==> config.mk <==
export PLATFORM = sky130hd
export DESIGN_NAME = dac_spi_writer
export DESIGN_NICKNAME = d
export VERILOG_FILES = /design/src/rtl/dac_spi_writer.sv
export SDC_FILE = /design/constraint.sdc
export NUM_CORES = 1
export LEC_CHECK = 0
export CORE_UTILIZATION = 48
export DETAILED_ROUTE_END_ITERATION = 7
export GPL_TIMING_DRIVEN = 0
export PLACE_DENSITY = 0.73
export SYNTH_ARGS = -nofsm -noshare
export SYNTH_HDL_FRONTEND = slang
export SYNTH_SLANG_ARGS = --single-unit
==> constraint.sdc <==
create_clock -name clk -period 2.88 [get_ports clk]
set_clock_uncertainty 0.1 [all_clocks]
set_input_delay 0.576 -clock clk [delete_from_list [all_inputs] [get_ports clk]]
set_output_delay 0.576 -clock clk [all_outputs]
set_load 0.05 [all_outputs]
==> src/rtl/dac_spi_writer.sv <==
// Dual-channel 12-bit SPI DAC writer: streams channel A then B as two 16-bit
// mode-0 frames, then pulses LDAC so both DAC outputs update together.
module dac_spi_writer #(
  parameter int CLK_DIV = 3,
  parameter int CS_GAP  = 4,
  parameter int LDAC_W  = 4
) (
  input  logic        clk,
  input  logic        rst,
  input  logic [11:0] sample_a,
  input  logic [11:0] sample_b,
  input  logic        sample_valid,
  output logic        sample_ready,
  output logic        busy,
  output logic        overrun,
  output logic        dac_cs_n,
  output logic        dac_sck,
  output logic        dac_sdi,
  output logic        dac_ldac_n
);

  typedef enum logic [2:0] {
    S_IDLE, S_FRAME_A, S_GAP_A, S_FRAME_B, S_GAP_B, S_LDAC
  } state_t;

  localparam int DIV_W   = (CLK_DIV > 1) ? $clog2(CLK_DIV) : 1;
  localparam int CNT_MAX = (CS_GAP > LDAC_W) ? CS_GAP : LDAC_W;
  localparam int CNT_W   = (CNT_MAX > 1) ? $clog2(CNT_MAX) : 1;

  state_t             state_reg;
  logic [DIV_W-1:0]   div_reg;
  logic [5:0]         ph_reg;
  logic [CNT_W-1:0]   cnt_reg;
  logic [11:0]        a_reg, b_reg;
  logic               busy_reg, ready_reg, overrun_reg;
  logic               cs_n_reg, sck_reg, sdi_reg, ldac_n_reg;

  logic [5:0]  ph_inc;
  logic [3:0]  bit_sel;
  logic [15:0] frame_word;
  logic        div_last, gap_last, ldac_last;

  // A frame is 33 half-phases: 16 x (low, high) followed by one low hold phase.
  assign ph_inc     = ph_reg + 6'd1;
  assign bit_sel    = 4'd15 - ph_inc[4:1];
  assign frame_word = (state_reg == S_FRAME_B) ? {4'hB, b_reg} : {4'h3, a_reg};
  assign div_last   = (div_reg == DIV_W'(CLK_DIV - 1));
  assign gap_last   = (cnt_reg == CNT_W'(CS_GAP - 1));
  assign ldac_last  = (cnt_reg == CNT_W'(LDAC_W - 1));

  always_ff @(posedge clk) begin
    if (rst) begin
      state_reg   <= S_IDLE;
      div_reg     <= '0;
      ph_reg      <= '0;
      cnt_reg     <= '0;
      a_reg       <= '0;
      b_reg       <= '0;
      busy_reg    <= 1'b0;
      ready_reg   <= 1'b1;
      overrun_reg <= 1'b0;
      cs_n_reg    <= 1'b1;
      sck_reg     <= 1'b0;
      sdi_reg     <= 1'b0;
      ldac_n_reg  <= 1'b1;
    end else begin
      overrun_reg <= sample_valid && busy_reg;
      case (state_reg)
        S_IDLE: begin
          if (sample_valid) begin
            a_reg     <= sample_a;
            b_reg     <= sample_b;
            state_reg <= S_FRAME_A;
            busy_reg  <= 1'b1;
            ready_reg <= 1'b0;
            cs_n_reg  <= 1'b0;
            sck_reg   <= 1'b0;
            sdi_reg   <= 1'b0;  // channel-A select bit
            ph_reg    <= '0;
            div_reg   <= '0;
          end
        end
        S_FRAME_A, S_FRAME_B: begin
          if (div_last) begin
            div_reg <= '0;
            if (ph_reg == 6'd32) begin
              state_reg <= (state_reg == S_FRAME_A) ? S_GAP_A : S_GAP_B;
              cs_n_reg  <= 1'b1;
              sdi_reg   <= 1'b0;
              cnt_reg   <= '0;
            end else begin
              ph_reg <= ph_inc;
              if (ph_inc[0]) begin
                sck_reg <= 1'b1;
              end else begin
                sck_reg <= 1'b0;
                if (ph_inc != 6'd32) sdi_reg <= frame_word[bit_sel];
              end
            end
          end else begin
            div_reg <= div_reg + DIV_W'(1);
          end
        end
        S_GAP_A, S_GAP_B: begin
          if (gap_last) begin
            cnt_reg <= '0;
            if (state_reg == S_GAP_A) begin
              state_reg <= S_FRAME_B;
              cs_n_reg  <= 1'b0;
              sdi_reg   <= 1'b1;  // channel-B select bit
              ph_reg    <= '0;
              div_reg   <= '0;
            end else begin
              state_reg  <= S_LDAC;
              ldac_n_reg <= 1'b0;
            end
          end else begin
            cnt_reg <= cnt_reg + CNT_W'(1);
          end
        end
        S_LDAC: begin
          if (ldac_last) begin
            state_reg  <= S_IDLE;
            ldac_n_reg <= 1'b1;
            busy_reg   <= 1'b0;
            ready_reg  <= 1'b1;
          end else begin
            cnt_reg <= cnt_reg + CNT_W'(1);
          end
        end
        default: state_reg <= S_IDLE;
      endcase
    end
  end

  assign sample_ready = ready_reg;
  assign busy         = busy_reg;
  assign overrun      = overrun_reg;
  assign dac_cs_n     = cs_n_reg;
  assign dac_sck      = sck_reg;
  assign dac_sdi      = sdi_reg;
  assign dac_ldac_n   = ldac_n_reg;

endmodule

### After elaboration in Yosys (flattened, before gate mapping)

Cells that the tools add are included.

| word-level totals | value |
|---|---|
| logic and storage cells | 109 |
| register bits after elaboration | 44 |
| output and inout bits | 7 |

| operators by class | value |
|---|---|
| muxes and demuxes | 52 |
| reduce and logical (&&, ||, !) cells | 19 |
| magnitude comparators | 1 |
| eq/ne operators | 20 |
| add/subtract/negate cells | 4 |

Operator list:

| operator | count |
|---|---|
| $mux 6 | 5 |
| $mux 3 | 7 |
| $mux 1 | 20 |
| $ne 2x2->1 const B | 9 |
| $pmux 6 s3 | 1 |
| $mux 16 | 1 |
| $mux 2 | 8 |
| $reduce_and 4->1 | 4 |
| $pmux 2 s3 | 2 |
| $pmux 3 s4 | 1 |
| $reduce_and 6->1 | 2 |
| $pmux 1 s2 | 4 |
| $reduce_and 7->1 | 1 |
| $add 6x1->6 const B | 1 |
| $eq 3x2->1 const B | 2 |
| $eq 3x3->1 const B | 2 |
| $eq 6x6->1 const B | 1 |
| $ne 3x3->1 const B | 2 |
| $ne 6x6->1 const B | 1 |
| $pmux 1 s3 | 2 |
| $reduce_bool 2->1 | 3 |
| $reduce_bool 3->1 | 2 |
| $lt 4x5->1 const B | 1 |
| $reduce_and 5->1 | 1 |
| 10 further kinds | 13 |

### Logic depth before layout (Yosys ltp)

| depth | value |
|---|---|
| depth in word-level cells | 9 |
| depth in mapped cells | 8 |

### Worst setup path after synthesis

No wires, ideal clock.

| path | value |
|---|---|
| path kind | flip-flop to flip-flop |
| from | register ph_reg[0] |
| to | register sdi_reg (netlist: dac_sdi) |
| setup time | 0.136 ns |
| required time | 2.644 ns |
| path slack | 0.682 ns |
| arrival | 1.962 ns |
| cell stages (with the launch flop) | 9 |
| clock period less this slack | 2.198 ns |
| path buffers | 1 |
| cell sequence | dfxtp_1 > ha_1 > buf_6 > xnor2_4 > mux4_2 > nor2b_1 > a211o_1 > o2111ai_2 > a221oi_2 |

| between the ends | value |
|---|---|
| word-level cells in the longest chain between the ends | 9 |
| elaborated cells between the ends (all ways) | 14 |
| classes of those cells | add/sub: 2; eq/ne: 4; mux: 7; reduce/logical: 1 |

Ends and longest elaborated chain:

| element | RTL line | source |
|---|---|---|
| start: declaration | 32 | `logic [5:0] ph_reg;` |
| start signal: assignment | 92 | `ph_reg <= ph_inc;` |
| $add 6x1->6 | 44 | `assign ph_inc = ph_reg + 6'd1;` |
| $sub 4x4->4 | 45 | `assign bit_sel = 4'd15 - ph_inc[4:1];` |
| $bmux 1 s4 | 97 | `if (ph_inc != 6'd32) sdi_reg <= frame_word[bit_sel];` |
| $mux 1 (not written as such) | 97 |  |
| $mux 1 | 97 |  |
| $mux 1 | 93 | `if (ph_inc[0]) begin` |
| $mux 1 | 86 | `if (ph_reg == 6'd32) begin` |
| $mux 1 | 84 | `if (div_last) begin` |
| $pmux 1 s3 | 68 | `case (state_reg)` |
| end signal: assignment | 97 |  |
| end: declaration | 36 | `logic cs_n_reg, sck_reg, sdi_reg, ldac_n_reg;` |

Several ways; a longest one is shown, not always the timed one. The select of a mux whose other input is x is not followed.
A chain may end at the register's enable or synchronous reset.

### Worst setup path in the final report

Ends and elaborated chain as after synthesis.

==> impl_metrics.ini <==
[routing]
dr.pass1.iters = 4
totalWireLength_mm = 4.834
drc_errors = 0
vias = 1942
post_drt_wl_per_cell_um = 13.47
drtIter0Drc = 83
via_per_inst = 5.409
drtAntennaViolNets = 0

[power]
switching_share_pct = 25.23
power_frac_comb_pct = 14.4
p_clk_share_pct = 35.7
p_switching_w = 0.0003308
ir_worst_vdd_mv = 0.2694
leakage_nw = 1.025
internal_power_w = 0.0009800
p_seq_share_pct = 49.9
p_per_area_nw_per_um2 = 479.5

[place]
place_ws_ps = 342.7
dpl.hpwl_mm = 3.578
io_buffer_count = 32
gp_congestion = 0.8645

[timing]
finalSetupViolations = 0
rsz0062_at_grt = no
setup_tns_ps = 0
finalCritPeriodShare_pct = 84.26
period_minus_slack_ps = 2427
fin_hold_ws_ps = 351.2
max_freq_ghz = 0.4121
slew_viol_final = 0
maxSlewHeadroom_pct = 60.84
worstMarginPinSlew_ps = 587.4
fin_ws_ps = 453.2
hold_viol = 0

[yosys]
synth_top_family_by_area = simple AND/OR/NAND/NOR gates
ys.flop_type = dfxtp_1
synth_async_sr_flop_share_pct = 0
synth_nets = 298
yosysUniqueCellTypes = 49
syn_inst = 267
synth_area_um2 = 2241
synthAdderAreaFrac_pct = 2.233
ys_seq_area_share_pct = 39.31
synth_compound_gate_area_share_pct = 19.77
synth_edf_count = 0
synth.most_common_cell = nand2_1
synth_top_area_cell = dfxtp_1
synth_seq_cells = 44
yosys_warnings = 0
syn_avg_cell_area_um2 = 8.393
synth_simple_gate_area_share_pct = 21.78
synth_area_leaders = dfxtp_1 39%, nand2_1 11%, a21oi_1 8.5%
synth-xor-area-share_pct = 3.183
synth_top_area_share_pct = 39.31
ys_top_cells_by_count = 64 x nand2_1, 44 x dfxtp_1, 38 x a21oi_1
synthMuxAreaShare_pct = 8.710

[status]
status = completed

[final_layout]
drive_gt1_share_pct = 8.469
diodes = 0
syn_to_final_growth_pct = 22.00
fin_nets = 337

[job]
max_cap_viol_count = 0

[clocking]
htreeDepth = 2
clockRootBuffer = clkbuf_8
cts.reportedPaths.clkPinSlew_ps = 80
cts_buffers = 5
worstSkewPairLatency_ps = 300
cts_tree = yes
clock_path_buffers = 2
clock-sinks = 44
cts_setup_buffers = 0
cts_resized = 0
holdBufCountCts = 0

[die]
initial_core_util_pct = 50.77
fp-row-count = 24
pin_count = 34
die_width_um = 70.33
die_h_um = 70.33
die_area_um2 = 4946
core_um2 = 4414

[grt]
grt_pass1_wl_mm = 8.307
track_usage_pct = 21.43
antenna_found_initial = 0
grt_pass1_vias = 1804
grt_max_degree = 14
gr-total-overflow = 0

[critical_path]
worstPathMaxFanout = 8
end_kind = flip-flop
cp_data_required_time_ps = 2940
criticalPathCategory = reg2reg
startpoint_type = flip-flop
worstPathArrival_ps = 2490

[min_path]
worstHoldPathType = reg2reg
==> logic make-up (layout without fill, tap and decap cells) <==
logic type                 after synthesis  count (layout)
AOI/OAI and AO/OA                       71              71
xor gates and xnor gates                 6               6
adders and majority gates                4               4
buffers and inverters                   24              64
DFF                                     44              44
muxes                                   10              10
and+or+nand+nor                        108             108
==> area by class of cell <==
cell class                      instances  area [um^2]
Tap cell                               52        65.06
Timing Repair Buffer                   32        320.3
Buffer                                 18        90.09
Sequential cell                        44        880.8
Multi-Input combinational cell        199         1247
Fill cell                             405         1680
Clock inverter                          2        35.03
Inverter                                6        22.52
Clock buffer                            6        72.57
==> critical path, cell delays in order, from the launching register on <==
cell	delay, ps
dfxtp_1	400
ha_1	250
buf_6	140
xnor2_4	250
mux4_2	530
nor2b_1	140
a211o_1	290
o2111ai_2	110
a221oi_2	80
==> power by group through the flow <==
| stage | registers [W] | logic, W | clock network (W) |
|---|---|---|---|
| 2_1_floorplan | 0.000686 | 0.0000951 | 0 |
| 3_3_place_gp | 0.000667 | 0.000187 | 0 |
| 3_5_place_dp | 0.000668 | 0.000189 | 0 |
| 4_1_cts | 0.000654 | 0.000190 | 0.000481 |
| 5_1_grt | 0.000658 | 0.000208 | 0.000510 |
| 6_report | 0.000654 | 0.000188 | 0.000468 |
==> cell usage in the layout (no fill, tap or decap), types with 2 or more instances in the layout <==
cell type        instances
mux2i_1                  3
clkdlybuf4s50_1         32
inv_1                    6
buf_6                    2
clkbuf_8                 5
mux4_1                   5
nand3b_1                 2
nor2_1                  17
o21bai_1                 2
a31oi_1                  5
a21oi_1                 38
a211o_1                  2
nand2_1                 64
a22oi_1                  2
o22ai_1                  2
xnor2_1                  2
nor2b_1                  4
nand3_1                  5
nor3_1                   3
dfxtp_1                 44
o21ai_0                  7
buf_2                    3
nand2b_1                 3
ha_1                     4
or4_1                    2
clkbuf_1                13
xor2_1                   3
a211oi_1                 2
==> worst paths after layout <==
check | start | to | slack [ps] | cells past startpoint
worst max-delay path | ph_reg[0] | dac_sdi | 450 | 8
worst min-delay path | busy | overrun | 350 | 2
worst max register to register | ph_reg[0] | dac_sdi | 450 | 8
worst min register to register | busy | overrun | 350 | 2
==> routing by layer <==
layer,part of all wire [%],GRT usage (%),up-vias
met3,2.9,4.906,7
met1,49,29.00,885
met4,1.1,6.000,0
met5,0,0,-
met2,47,34.18,36
li1,-,-,1014
==> through the flow <==
| step | instances | total power (W) | cell area [um^2] | utilization, % |
|---|---|---|---|---|
| after detailed placement | 351 | 0.0008575 | 2626 | 59.50 |
| final | 359 | 0.001311 | 2734 | 61.93 |
| after CTS | 359 | 0.001325 | 2734 | 61.93 |
| after global routing | 359 | 0.001376 | 2734 | 61.93 |
| after global placement | 351 | 0.0008539 | 2626 | 59.50 |
| after floorplan | 267 | 0.0007814 | 2241 | - |
No activity file was read; power rests on OpenSTA's default activity.
